`src/rtl/rf_wb_arbiter.sv`:
```
// rtl/rf_wb_arbiter.sv - round-robin writeback arbiter for the register file write port (optional WB_BYPASS_EN bypass)
module rf_wb_arbiter #(
   parameter int XLEN  = 32,
   parameter int NREGS = 32,
   parameter int AW    = $clog2(NREGS),
   parameter int CNT_W = 16
) (
   input  logic             clk,
   input  logic             reset_n,
   input  logic             alu_valid,
   output logic             alu_ready,
   input  logic [AW-1:0]    alu_rd,
   input  logic [XLEN-1:0]  alu_data,
   input  logic             mem_valid,
   output logic             mem_ready,
   input  logic [AW-1:0]    mem_rd,
   input  logic [XLEN-1:0]  mem_data,
   output logic             rf_write,
   output logic [AW-1:0]    rf_waddr,
   output logic [XLEN-1:0]  rf_wdata,
   input  logic [AW-1:0]    rd_addr1,
   input  logic [AW-1:0]    rd_addr2,
   output logic             byp_hit1,
   output logic             byp_hit2,
   output logic [XLEN-1:0]  byp_data1,
   output logic [XLEN-1:0]  byp_data2,
   output logic [CNT_W-1:0] conflict_cnt
);

   localparam logic GRANT_ALU = 1'b0;
   localparam logic GRANT_MEM = 1'b1;

   logic last_grant;
   logic last_grant_nxt;
   logic grant_alu;
   logic grant_mem;
   logic both_valid;

   assign both_valid = alu_valid && mem_valid;

   // Round-robin state: remembers which source won the most recent transfer
   always_ff @(posedge clk or negedge reset_n) begin
      if (!reset_n) begin
         last_grant <= GRANT_ALU;
      end else begin
         last_grant <= last_grant_nxt;
      end
   end

   // Next state follows the granted source, holds when nothing transfers
   always_comb begin
      last_grant_nxt = last_grant;
      if (grant_alu) begin
         last_grant_nxt = GRANT_ALU;
      end else if (grant_mem) begin
         last_grant_nxt = GRANT_MEM;
      end
   end

   // Grant decode: a lone requester wins, a tie goes to whoever did not win last
   always_comb begin
      grant_alu = 1'b0;
      grant_mem = 1'b0;
      if (reset_n) begin
         if (both_valid) begin
            if (last_grant == GRANT_ALU) begin
               grant_mem = 1'b1;
            end else begin
               grant_alu = 1'b1;
            end
         end else begin
            grant_alu = alu_valid;
            grant_mem = mem_valid;
         end
      end
   end

   assign alu_ready = grant_alu;
   assign mem_ready = grant_mem;

   // Registered write stage; x0 destinations are accepted but never written
   always_ff @(posedge clk or negedge reset_n) begin
      if (!reset_n) begin
         rf_write <= 1'b0;
         rf_waddr <= '0;
         rf_wdata <= '0;
      end else if (grant_alu) begin
         rf_write <= (alu_rd != '0);
         rf_waddr <= alu_rd;
         rf_wdata <= alu_data;
      end else if (grant_mem) begin
         rf_write <= (mem_rd != '0);
         rf_waddr <= mem_rd;
         rf_wdata <= mem_data;
      end else begin
         rf_write <= 1'b0;
      end
   end

   // Saturating count of cycles in which one requester had to wait
   always_ff @(posedge clk or negedge reset_n) begin
      if (!reset_n) begin
         conflict_cnt <= '0;
      end else if (both_valid && (conflict_cnt != {CNT_W{1'b1}})) begin
         conflict_cnt <= conflict_cnt + {{(CNT_W-1){1'b0}}, 1'b1};
      end
   end

`ifdef WB_BYPASS_EN
   assign byp_hit1  = rf_write && (rf_waddr == rd_addr1) && (rd_addr1 != '0);
   assign byp_hit2  = rf_write && (rf_waddr == rd_addr2) && (rd_addr2 != '0);
   assign byp_data1 = byp_hit1 ? rf_wdata : '0;
   assign byp_data2 = byp_hit2 ? rf_wdata : '0;
`else
   logic unused_rd_addr;
   assign unused_rd_addr = ^{rd_addr1, rd_addr2};
   assign byp_hit1  = 1'b0;
   assign byp_hit2  = 1'b0;
   assign byp_data1 = '0;
   assign byp_data2 = '0;
`endif

endmodule
```
`config.mk`:
```
export PLATFORM = sky130hd
export DESIGN_NAME = rf_wb_arbiter
export DESIGN_NICKNAME = d
export VERILOG_FILES = /design/src/rtl/rf_wb_arbiter.sv
export SDC_FILE = /design/constraint.sdc
export NUM_CORES = 1
export LEC_CHECK = 0
export CORE_AREA = 5 5 78 80
export CTS_CLUSTER_SIZE = 10
export DETAILED_ROUTE_END_ITERATION = 12
export DIE_AREA = 0 0 83 85
export DONT_BUFFER_PORTS = 1
export PLACE_DENSITY = 0.81
export SYNTH_ARGS = -nofsm -noshare
export SYNTH_HDL_FRONTEND = slang
export SYNTH_SLANG_ARGS = --single-unit
```
`constraint.sdc`:
```
create_clock -name clk -period 1.79 [get_ports clk]
set_input_delay 0.358 -clock clk [delete_from_list [all_inputs] [get_ports clk]]
set_output_delay 0.358 -clock clk [all_outputs]
set_load 0.1 [all_outputs]
```
==> impl_metrics.toml, run 1 <==
[outcome]
status = "completed"

[setup_path]
worst_setup_path_end_kind = "flip-flop"
critical_path.top_delay_family = "simple AND/OR/NAND/NOR gates"
cp.required_ns = 1.98
path_buf_inv = 0
critPathKind = "flip-flop to flip-flop"
cp-start-kind = "flip-flop"
crit_chain = "ha_4 -> nand4_1 -> nor4_2 -> nor2_1 -> mux2_1"
critPathArrivalTime_ns = 1.85
max_stage_delay_ns = 0.44
cp_slowest_cell = "dfrtp_4"
startpoint = "conflict_cnt[1]$_DFFE_PN0P_"
reg2reg_from = "conflict_cnt[1]$_DFFE_PN0P_"
cp_max_fo = 4

[detailed_routing]
drt-initial-drc-count = 208
routed_via_density = 5.39
via_count = 2198
drc = 0
drtPass1Iterations = 9
wire_per_inst_um = 17.7
wirelength_mm = 7.20
drtAntennaViolNets = 0

[timing]
rsz0062_at_grt = "no"
worst_hold_slack_ns = 0.194
finalSetupViolCount = 0
fin_crit_ns = 1.66
setup_ws_ns = 0.130
clock_skew_ns = 0.00452
post-route-period-util_pct = 92.7
hold_viol = 0
slew_viol_final = 0
fin_setup_tns_ns = 0
fmax_mhz = 602

[place]
gp_congestion = 0.800
dpl_worst_slack_ns = 0.0943
io_buffers = 0
place_inst = 398
placed_area_um2 = 3240
hpwl_mm = 5.58

[hold_path]
hold_class = "input port to flip-flop"
worstHoldStart = "mem_data[10]"

[synthesis]
synthTopCellsByArea = "dfrtp_1 (48%), buf_4 (17%), a222oi_1 (13%)"
netlist_area_um2 = 2890
synth-edff-count = 0
ys_seq_area_share_pct = 47.7
synth_cell_types = 30
synth_top_area_cell = "dfrtp_1"
ys_warn_count = 0
async_reset_ff_share_pct = 100
yosysMostFrequentCell = "buf_4"
ys_ff_latch = 55
synth_commonest_cells = "buf_4 (66), dfrtp_1 (55), inv_1 (38), a222oi_1 (37), nand2_1 (13)"
synthCells = 280
synth.top_cell.area_share_pct = 47.7
yosys_most_used_dff = "dfrtp_1"
synth.avg_cell_area_um2 = 10.3

[die]
fp.coreArea_um2 = 5340
die_w_um = 83
rows = 27
die_area_um2 = 7060
start_util_pct = 54.1
ios = 210
die_y_um = 85

[final_layout]
antennaDiodeCount = 0
fin_util_pct = 63.5
fillCellCount = 416
syn2layout_area_growth_pct = 17.4
layout.nets = 424
drive_gt1_share_pct = 28.9
fin_cells = 408
stdcell_area_um2 = 3390

[cts]
htree_levels = 2
cts_buffer_depth = 2
cts_made_buffers = 5
cts_tree = "built"
clock_latency_ns = 0.30
clk_pin_slew_ns = 0.10
cts_setup_buffers = 0
clock_sinks = 55
clockRootBuffer = "clkbuf_8"

[global_route]
grt_max_degree = 56
grt_pass1_vias = 2347
grt_use_total_pct = 20.0
antenna_found_initial = 0
grt_pass1_wl_mm = 11.5
overflow = 0

[power]
power_mw = 5.43
ir_drop_mv = 0.914
leakage_nw = 1.77
powerDensity_nw_per_um2 = 1600

[flow_run]
maxCapViolCount = 0
final timing paths:
check                                         endpoint  slack (ns)  cells after the start
max                        conflict_cnt[1]$_DFFE_PN0P_        0.13                      5
min                           rf_wdata[10]$_DFFE_PN0P_        0.19                      2
max reg2reg                conflict_cnt[1]$_DFFE_PN0P_        0.13                      5
min reg2reg                   rf_wdata[11]$_DFFE_PN0P_        0.50                      2
max in group asynchronous  conflict_cnt[3]$_DFFE_PN0P_        0.98                      2
min in group asynchronous  conflict_cnt[1]$_DFFE_PN0P_        0.57                      2
report_power, final:
| group | internal [mW] | switching [mW] | total (mW) |
|---|---|---|---|
| clock network | 0.418 | 0.394 | 0.812 |
| logic | 0.450 | 2.57 | 3.02 |
| registers | 1.49 | 0.113 | 1.60 |
layout make-up:
cell class	count	area (um^2)	share of cell area, %
Sequential cell	55	1420	41.9
Multi-Input combinational cell	173	1110	32.9
Timing Repair Buffer	62	513	15.1
Inverter	38	143	4.21
Tap cell	72	90.1	2.66
Clock buffer	6	72.6	2.14
Clock inverter	2	37.5	1.11
layer usage:
layer | up-vias | part of all wire, % | track usage (%)
met5 | - | 0 | 0
met4 | 0 | 1.0 | 5.50
met3 | 8 | 13 | 8.25
met2 | 164 | 53 | 37.2
met1 | 1058 | 33 | 20.8
li1 | 968 | - | -
cell usage in the layout (no fill, tap or decap), drive strengths merged, types with 2 or more instances in the layout:
cell type / count
and2b: 2
xnor2: 6
mux2: 2
or4: 4
nand2: 13
buf: 61
a21oi: 3
nor2: 10
nand3: 7
a222oi: 37
dfrtp: 55
nand3b: 2
nand4: 5
inv: 38
o21ai: 4
conb: 66
xor2: 5
clkbuf: 6
sequential cells by signal, summed over array words and instances (netlist names):
register and flops:
rf_wdata 32, conflict_cnt 16, rf_waddr 5, last_grant 1
rf_write 1
logic make-up after synthesis:
group           count (synthesis)  synth area share [%]
buf+inv                       117                  23.9
flops                          55                  47.7
simple gates                   47                  9.19
compound gates                 46                  14.6
xor+xnor                       11                  3.34
mux                             2                 0.780
fa+ha+maj                       1                 0.433
other cells                     1                 0.130
repair_timing:
item / in CTS / in global routing
gates resized for setup: 0 / 1
hold endpoints to repair: 55 / 0
hold buffers: 2 / 0
endpoints found under the setup margin: 0 / 4
(Power assumes the default switching activity.)
==> inputs of run 2 (changes only) <==
--- a/config.mk
+++ b/config.mk
@@ -6,11 +6,13 @@
 export NUM_CORES = 1
 export LEC_CHECK = 0
 export CORE_AREA = 5 5 78 80
+export CTS_CLUSTER_DIAMETER = 120
 export CTS_CLUSTER_SIZE = 10
 export DETAILED_ROUTE_END_ITERATION = 12
 export DIE_AREA = 0 0 83 85
 export DONT_BUFFER_PORTS = 1
 export PLACE_DENSITY = 0.81
+export RECOVER_POWER = 50
 export SYNTH_ARGS = -nofsm -noshare
 export SYNTH_HDL_FRONTEND = slang
 export SYNTH_SLANG_ARGS = --single-unit
==> run 2 against run 1 <==
  * Core utilization is 1.6 points lower
  * Routed wire length is 1.1% higher
  * Global-route usage stayed put
  * Register-to-register slack hardly changed
  * Critical path depth stayed put
  * Die area stayed put
  * Clock-buffer cell count stayed put
  * Critical endpoint unchanged
==> impl_metrics.toml, run 2 (synthesis gave the netlist of run 1 again) <==
[place]
gp_congestion = 0.800
dpl_worst_slack_ns = 0.0943
place_inst = 398
io_buffers = 0
hpwl_mm = 5.58

[flow_run]
maxCapViolCount = 0

[global_route]
grt_max_degree = 56
grt_pass1_vias = 2347
grt_use_total_pct = 20.0
antenna_found_initial = 0
grt_pass1_wl_mm = 11.5
overflow = 0

[die]
rows = 27
start_util_pct = 54.1
fp.coreArea_um2 = 5340
die_area_um2 = 7060
die_w_um = 83
ios = 210
die_y_um = 85

[detailed_routing]
wire_per_inst_um = 17.8
drtPass1Iterations = 10
via_count = 2210
drtAntennaViolNets = 0
routed_via_density = 5.42
wirelength_mm = 7.28
drt-initial-drc-count = 221
drc = 0

[setup_path]
max_stage_delay_ns = 0.44
ff2ff_path_depth = 5
cp.required_ns = 1.98
crit_chain = "ha_4 -> nand4_1 -> nor4_2 -> nor2_1 -> mux2_1"
rrSetupSlack_ns = 0.14
crit_cells = 5
cp-start-kind = "flip-flop"
critPathKind = "flip-flop to flip-flop"
worst_setup_path_end_kind = "flip-flop"
cp_slowest_cell = "dfrtp_4"
cp_max_fo = 4
path_buf_inv = 0
critical_path.top_delay_family = "simple AND/OR/NAND/NOR gates"
critPathArrivalTime_ns = 1.85

[timing]
fin_crit_ns = 1.65
finalSetupViolCount = 0
max-slew-margin-rel_pct = 51.1
hold_viol = 0
slew_viol_final = 0
rsz0062_at_grt = "no"
setup_ws_ns = 0.137
clock_skew_ns = 0.00530
worst_pin_slew_ns = 0.734
fmax_mhz = 605
fin_setup_tns_ns = 0
post-route-period-util_pct = 92.4

[hold_path]
hold_class = "input port to flip-flop"
hold-path-cell-count = 2

[cts]
cts_made_buffers = 5
cts_setup_buffers = 0
clockRootBuffer = "clkbuf_8"
clock_sinks = 55
htree_levels = 2
cts_buffer_depth = 2
clock_latency_ns = 0.30
clk_pin_slew_ns = 0.10
cts_tree = "built"

[power]
leakage_nw = 1.74
ir_drop_mv = 0.914
powerDensity_nw_per_um2 = 1620

[final_layout]
largest_register_ffs = 32
largest_register = "rf_wdata"
fin_util_pct = 61.9
drive_gt1_share_pct = 28.9
top_regs = "rf_wdata: 32 flops, conflict_cnt: 16 flops, rf_waddr: 5 flops"
antennaDiodeCount = 0
fin_cells = 408
layout.nets = 424
syn2layout_area_growth_pct = 14.3
layout_commonest_cell = "conb_1"
most-common-layout-cells = "conb_1 (66), dfrtp_1 (39), inv_1 (38)"

[outcome]
status = "completed"
[run 2: changes by cell type in the layout (fill, tap and decap cells not counted), sizes merged]
cell    delta
buf       -28
clkbuf    +28
[run 2: routing by layer]
layer / track usage [%] / wire (um) / up-vias
met1: 20.8 / 2330 / 1038
met5: 0 / 0 / -
met3: 8.25 / 1050 / 8
li1: - / - / 967
met4: 5.50 / 60 / 0
met2: 37.2 / 3840 / 197
[run 2: final cells by class]
cell class / count / area, um^2
Timing Repair Buffer: 62 / 425
Fill cell: 437 / 2040
Clock inverter: 2 / 37.5
Multi-Input combinational cell: 173 / 1110
Tap cell: 72 / 90.1
Sequential cell: 55 / 1420
Inverter: 38 / 143
Clock buffer: 6 / 72.6
[run 2: worst paths after layout]
path	endpoint	startpoint
min reg2reg	rf_wdata[11]$_DFFE_PN0P_	rf_wdata[11]$_DFFE_PN0P_
max reg2reg	conflict_cnt[1]$_DFFE_PN0P_	conflict_cnt[1]$_DFFE_PN0P_
min in group asynchronous	rf_wdata[16]$_DFFE_PN0P_	reset_n
max in group asynchronous	conflict_cnt[3]$_DFFE_PN0P_	reset_n
min	rf_wdata[18]$_DFFE_PN0P_	mem_data[18]
max	conflict_cnt[1]$_DFFE_PN0P_	conflict_cnt[1]$_DFFE_PN0P_
[run 2: repair_timing]
action | CTS | global route
endpoints found under the setup margin | 0 | 4
hold endpoints to repair | 55 | 0
gates resized for setup | 0 | 1
hold buffers | 2 | 0
[run 2: worst register-to-register path: stages (launching register included)]
cell,delay [ns]
dfrtp_4,0.44
ha_4,0.13
nand4_1,0.17
nor4_2,0.35
nor2_1,0.12
mux2_1,0.33
[run 2: per-stage QoR]
step	power (mW)	hold WS, ns	cell area (um^2)
2_1_floorplan	4.22	0.0624	3200
3_3_place_gp	4.56	0.0635	3240
3_5_place_dp	4.61	0.0636	3240
4_1_cts	5.45	0.186	3390
5_1_grt	5.55	0.189	3300
6_report	5.36	0.193	3300
[run 2: where the power goes]
part	leakage, nW	internal [mW]	switching, mW
Combinational	1.02	0.383	2.57
Sequential	0.669	1.49	0.111
Clock	0.0514	0.418	0.394
Total	1.74	2.29	3.07
==> inputs of run 3 (changes only) <==
--- a/config.mk
+++ b/config.mk
@@ -5,13 +5,14 @@
 export SDC_FILE = /design/constraint.sdc
 export NUM_CORES = 1
 export LEC_CHECK = 0
-export CORE_AREA = 5 5 78 80
+export CORE_MARGIN = 5
+export CORE_UTILIZATION = 36
 export CTS_CLUSTER_DIAMETER = 120
 export CTS_CLUSTER_SIZE = 10
 export DETAILED_ROUTE_END_ITERATION = 12
-export DIE_AREA = 0 0 83 85
 export DONT_BUFFER_PORTS = 1
-export PLACE_DENSITY = 0.81
+export GPL_TIMING_DRIVEN = 0
+export PLACE_DENSITY = 0.61
 export RECOVER_POWER = 50
 export SYNTH_ARGS = -nofsm -noshare
 export SYNTH_HDL_FRONTEND = slang
==> run 3 against run 2 <==
  * The run now ends with setup timing left
  * Sequential power grew 100%
  * Core utilization shrank 15 points
  * Total power shrank 4.2%
  * Routed wire length grew 12%
  * Sequential cell count is the same
  * Global-route usage shrank 4.5 points
  * Clock power shrank 14%
  * Non-clock buffer count grew 24
  * Combinational power shrank 60%
==> impl_metrics.toml, run 3 (synthesis gave the netlist of run 1 again) <==
[die]
die_y_um = 99.6
start_util_pct = 37.2
ios = 210
die_area_um2 = 9910
fp.coreArea_um2 = 7770
die_w_um = 99.6
rows = 32

[outcome]
violations = "setup timing"
status = "finished, violations left"

[setup_path]
cp_max_fo = 7
reg2reg_from = "conflict_cnt[0]$_DFFE_PN0P_"
cp-endpoint = "conflict_cnt[8]$_DFFE_PN0P_"
ff2ff_path_depth = 6
critPathArrivalTime_ns = 2.12
cp_slowest_cell = "dfrtp_4"
crit_chain = "ha_4 -> nand4_1 -> or4_1 -> buf_6 -> nand4_1 -> xnor2_1"
crit_path_frequent_cell = "nand4_1"
rrSetupSlack_ns = -0.11
worstReg2RegEnd = "conflict_cnt[8]$_DFFE_PN0P_"
max_stage_delay_ns = 0.65
cp.required_ns = 2.01
worst_setup_path_end_kind = "flip-flop"
critPathKind = "flip-flop to flip-flop"
startpoint = "conflict_cnt[0]$_DFFE_PN0P_"
cp-start-kind = "flip-flop"

[global_route]
overflow = 0
grt_pass1_wl_mm = 12.0
grt_pass1_vias = 2216
grt_max_degree = 56
grt_use_total_pct = 15.5
antenna_found_initial = 0

[final_layout]
most-common-layout-cells = "buf_4 (70), conb_1 (66), dfrtp_1 (39)"
largest_register = "rf_wdata"
antennaDiodeCount = 0
fillCellCount = 732
stdcell_area_um2 = 3610
largest_register_ffs = 32
drive_gt1_share_pct = 34.7
fin_util_pct = 46.5
layout_commonest_cell = "buf_4"
syn2layout_area_growth_pct = 25.1
top_regs = "rf_wdata: 32 flops, conflict_cnt: 16 flops, rf_waddr: 5 flops"
layout.nets = 448

[detailed_routing]
wl_met2_mm = 3.97
met3_length_mm = 1.13
drt-met1-wl_mm = 2.92
drc = 0
via_count = 2210
drtPass1Iterations = 5
drt-initial-drc-count = 158
top_layer = "met4"
routed_via_density = 4.78
wire_per_inst_um = 17.6
drtAntennaViolNets = 0
wirelength_mm = 8.12

[hold_path]
hold-path-cell-count = 2
hold_class = "input port to flip-flop"

[cts]
htree_levels = 2
clock_latency_ns = 0.30
cts_tree = "built"
cts_buffer_depth = 2
clockRootBuffer = "clkbuf_8"
clock_sinks = 55
cts_made_buffers = 5
clk_pin_slew_ns = 0.11

[place]
hpwl_mm = 6.23
io_buffers = 0
gp_congestion = 0.721
placed_area_um2 = 3330

[flow_run]
maxCapViolCount = 0

[timing]
post-route-period-util_pct = 106
hold_viol = 0
worst_pin_slew_ns = 0.956
fin_crit_ns = 1.90
fmax_mhz = 527
rsz0062_at_grt = "yes"
slew_viol_final = 0
setup_ws_ns = -0.108
fin_setup_tns_ns = -0.715
max-slew-margin-rel_pct = 36.3
finalSetupViolCount = 11
clock_skew_ns = 0.0120

[power]
leakage_nw = 1.91
ir_drop_mv = 0.605
powerDensity_nw_per_um2 = 1420
power_mw = 5.13
-- run 3: layout make-up --
type / count / area, um^2 / area share, %
buffer: 78 / 586 / 16.2
timing repair buffer: 8 / 62.6 / 1.73
tap: 102 / 128 / 3.53
clock inverter: 2 / 16.3 / 0.450
inverter: 38 / 143 / 3.95
sequential: 55 / 1430 / 39.6
multi-input combinational: 173 / 1170 / 32.5
clock buffer: 6 / 72.6 / 2.01
-- run 3: worst max-delay path, delay by kind of cell, from the launching register on --
family        cells  cell delay, ns
simple gates      3            0.69
flops             1            0.65
xor+xnor          1            0.12
buf+inv           1            0.15
fa+ha+maj         1            0.19
-- run 3: power by group --
group | internal [mW] | switching (mW)
Sequential | 1.46 | 1.80
Combinational | 0.312 | 0.864
Clock | 0.282 | 0.413
-- run 3: layer usage --
layer | track usage, % | up-vias
met3 | 7.29 | 8
met5 | 0 | -
met4 | 3.05 | 0
met2 | 26.9 | 164
li1 | - | 1015
met1 | 17.5 | 1023
-- run 3: worst min path at each step --
| stage | start | end |
|---|---|---|
| finish | mem_data[14] | rf_wdata[14]$_DFFE_PN0P_ |
| global route | mem_data[13] | rf_wdata[13]$_DFFE_PN0P_ |
| CTS | mem_data[25] | rf_wdata[25]$_DFFE_PN0P_ |
| detailed placement | reset_n | conflict_cnt[11]$_DFFE_PN0P_ |
| global placement | reset_n | rf_wdata[6]$_DFFE_PN0P_ |
| floorplan | reset_n | conflict_cnt[10]$_DFFE_PN0P_ |
-- run 3: what timing repair did --
item,4_1_cts,5_1_grt
endpoints found under the hold margin,55,0
hold buffers,2,0
buffers inserted,3,1
pin swaps,3,11
gates resized for setup,16,16
gates cloned,1,1
endpoints found under the setup margin,25,28
-- run 3: through the flow --
step,setup slack [ns],instances,hold slack (ns)
after global routing,-0.168,462,0.172
final,-0.108,462,0.188
after detailed placement,-0.306,447,0.0656
after CTS,-0.175,460,0.180
after global placement,-0.275,447,0.0656
after floorplan,-0.0626,345,0.0624
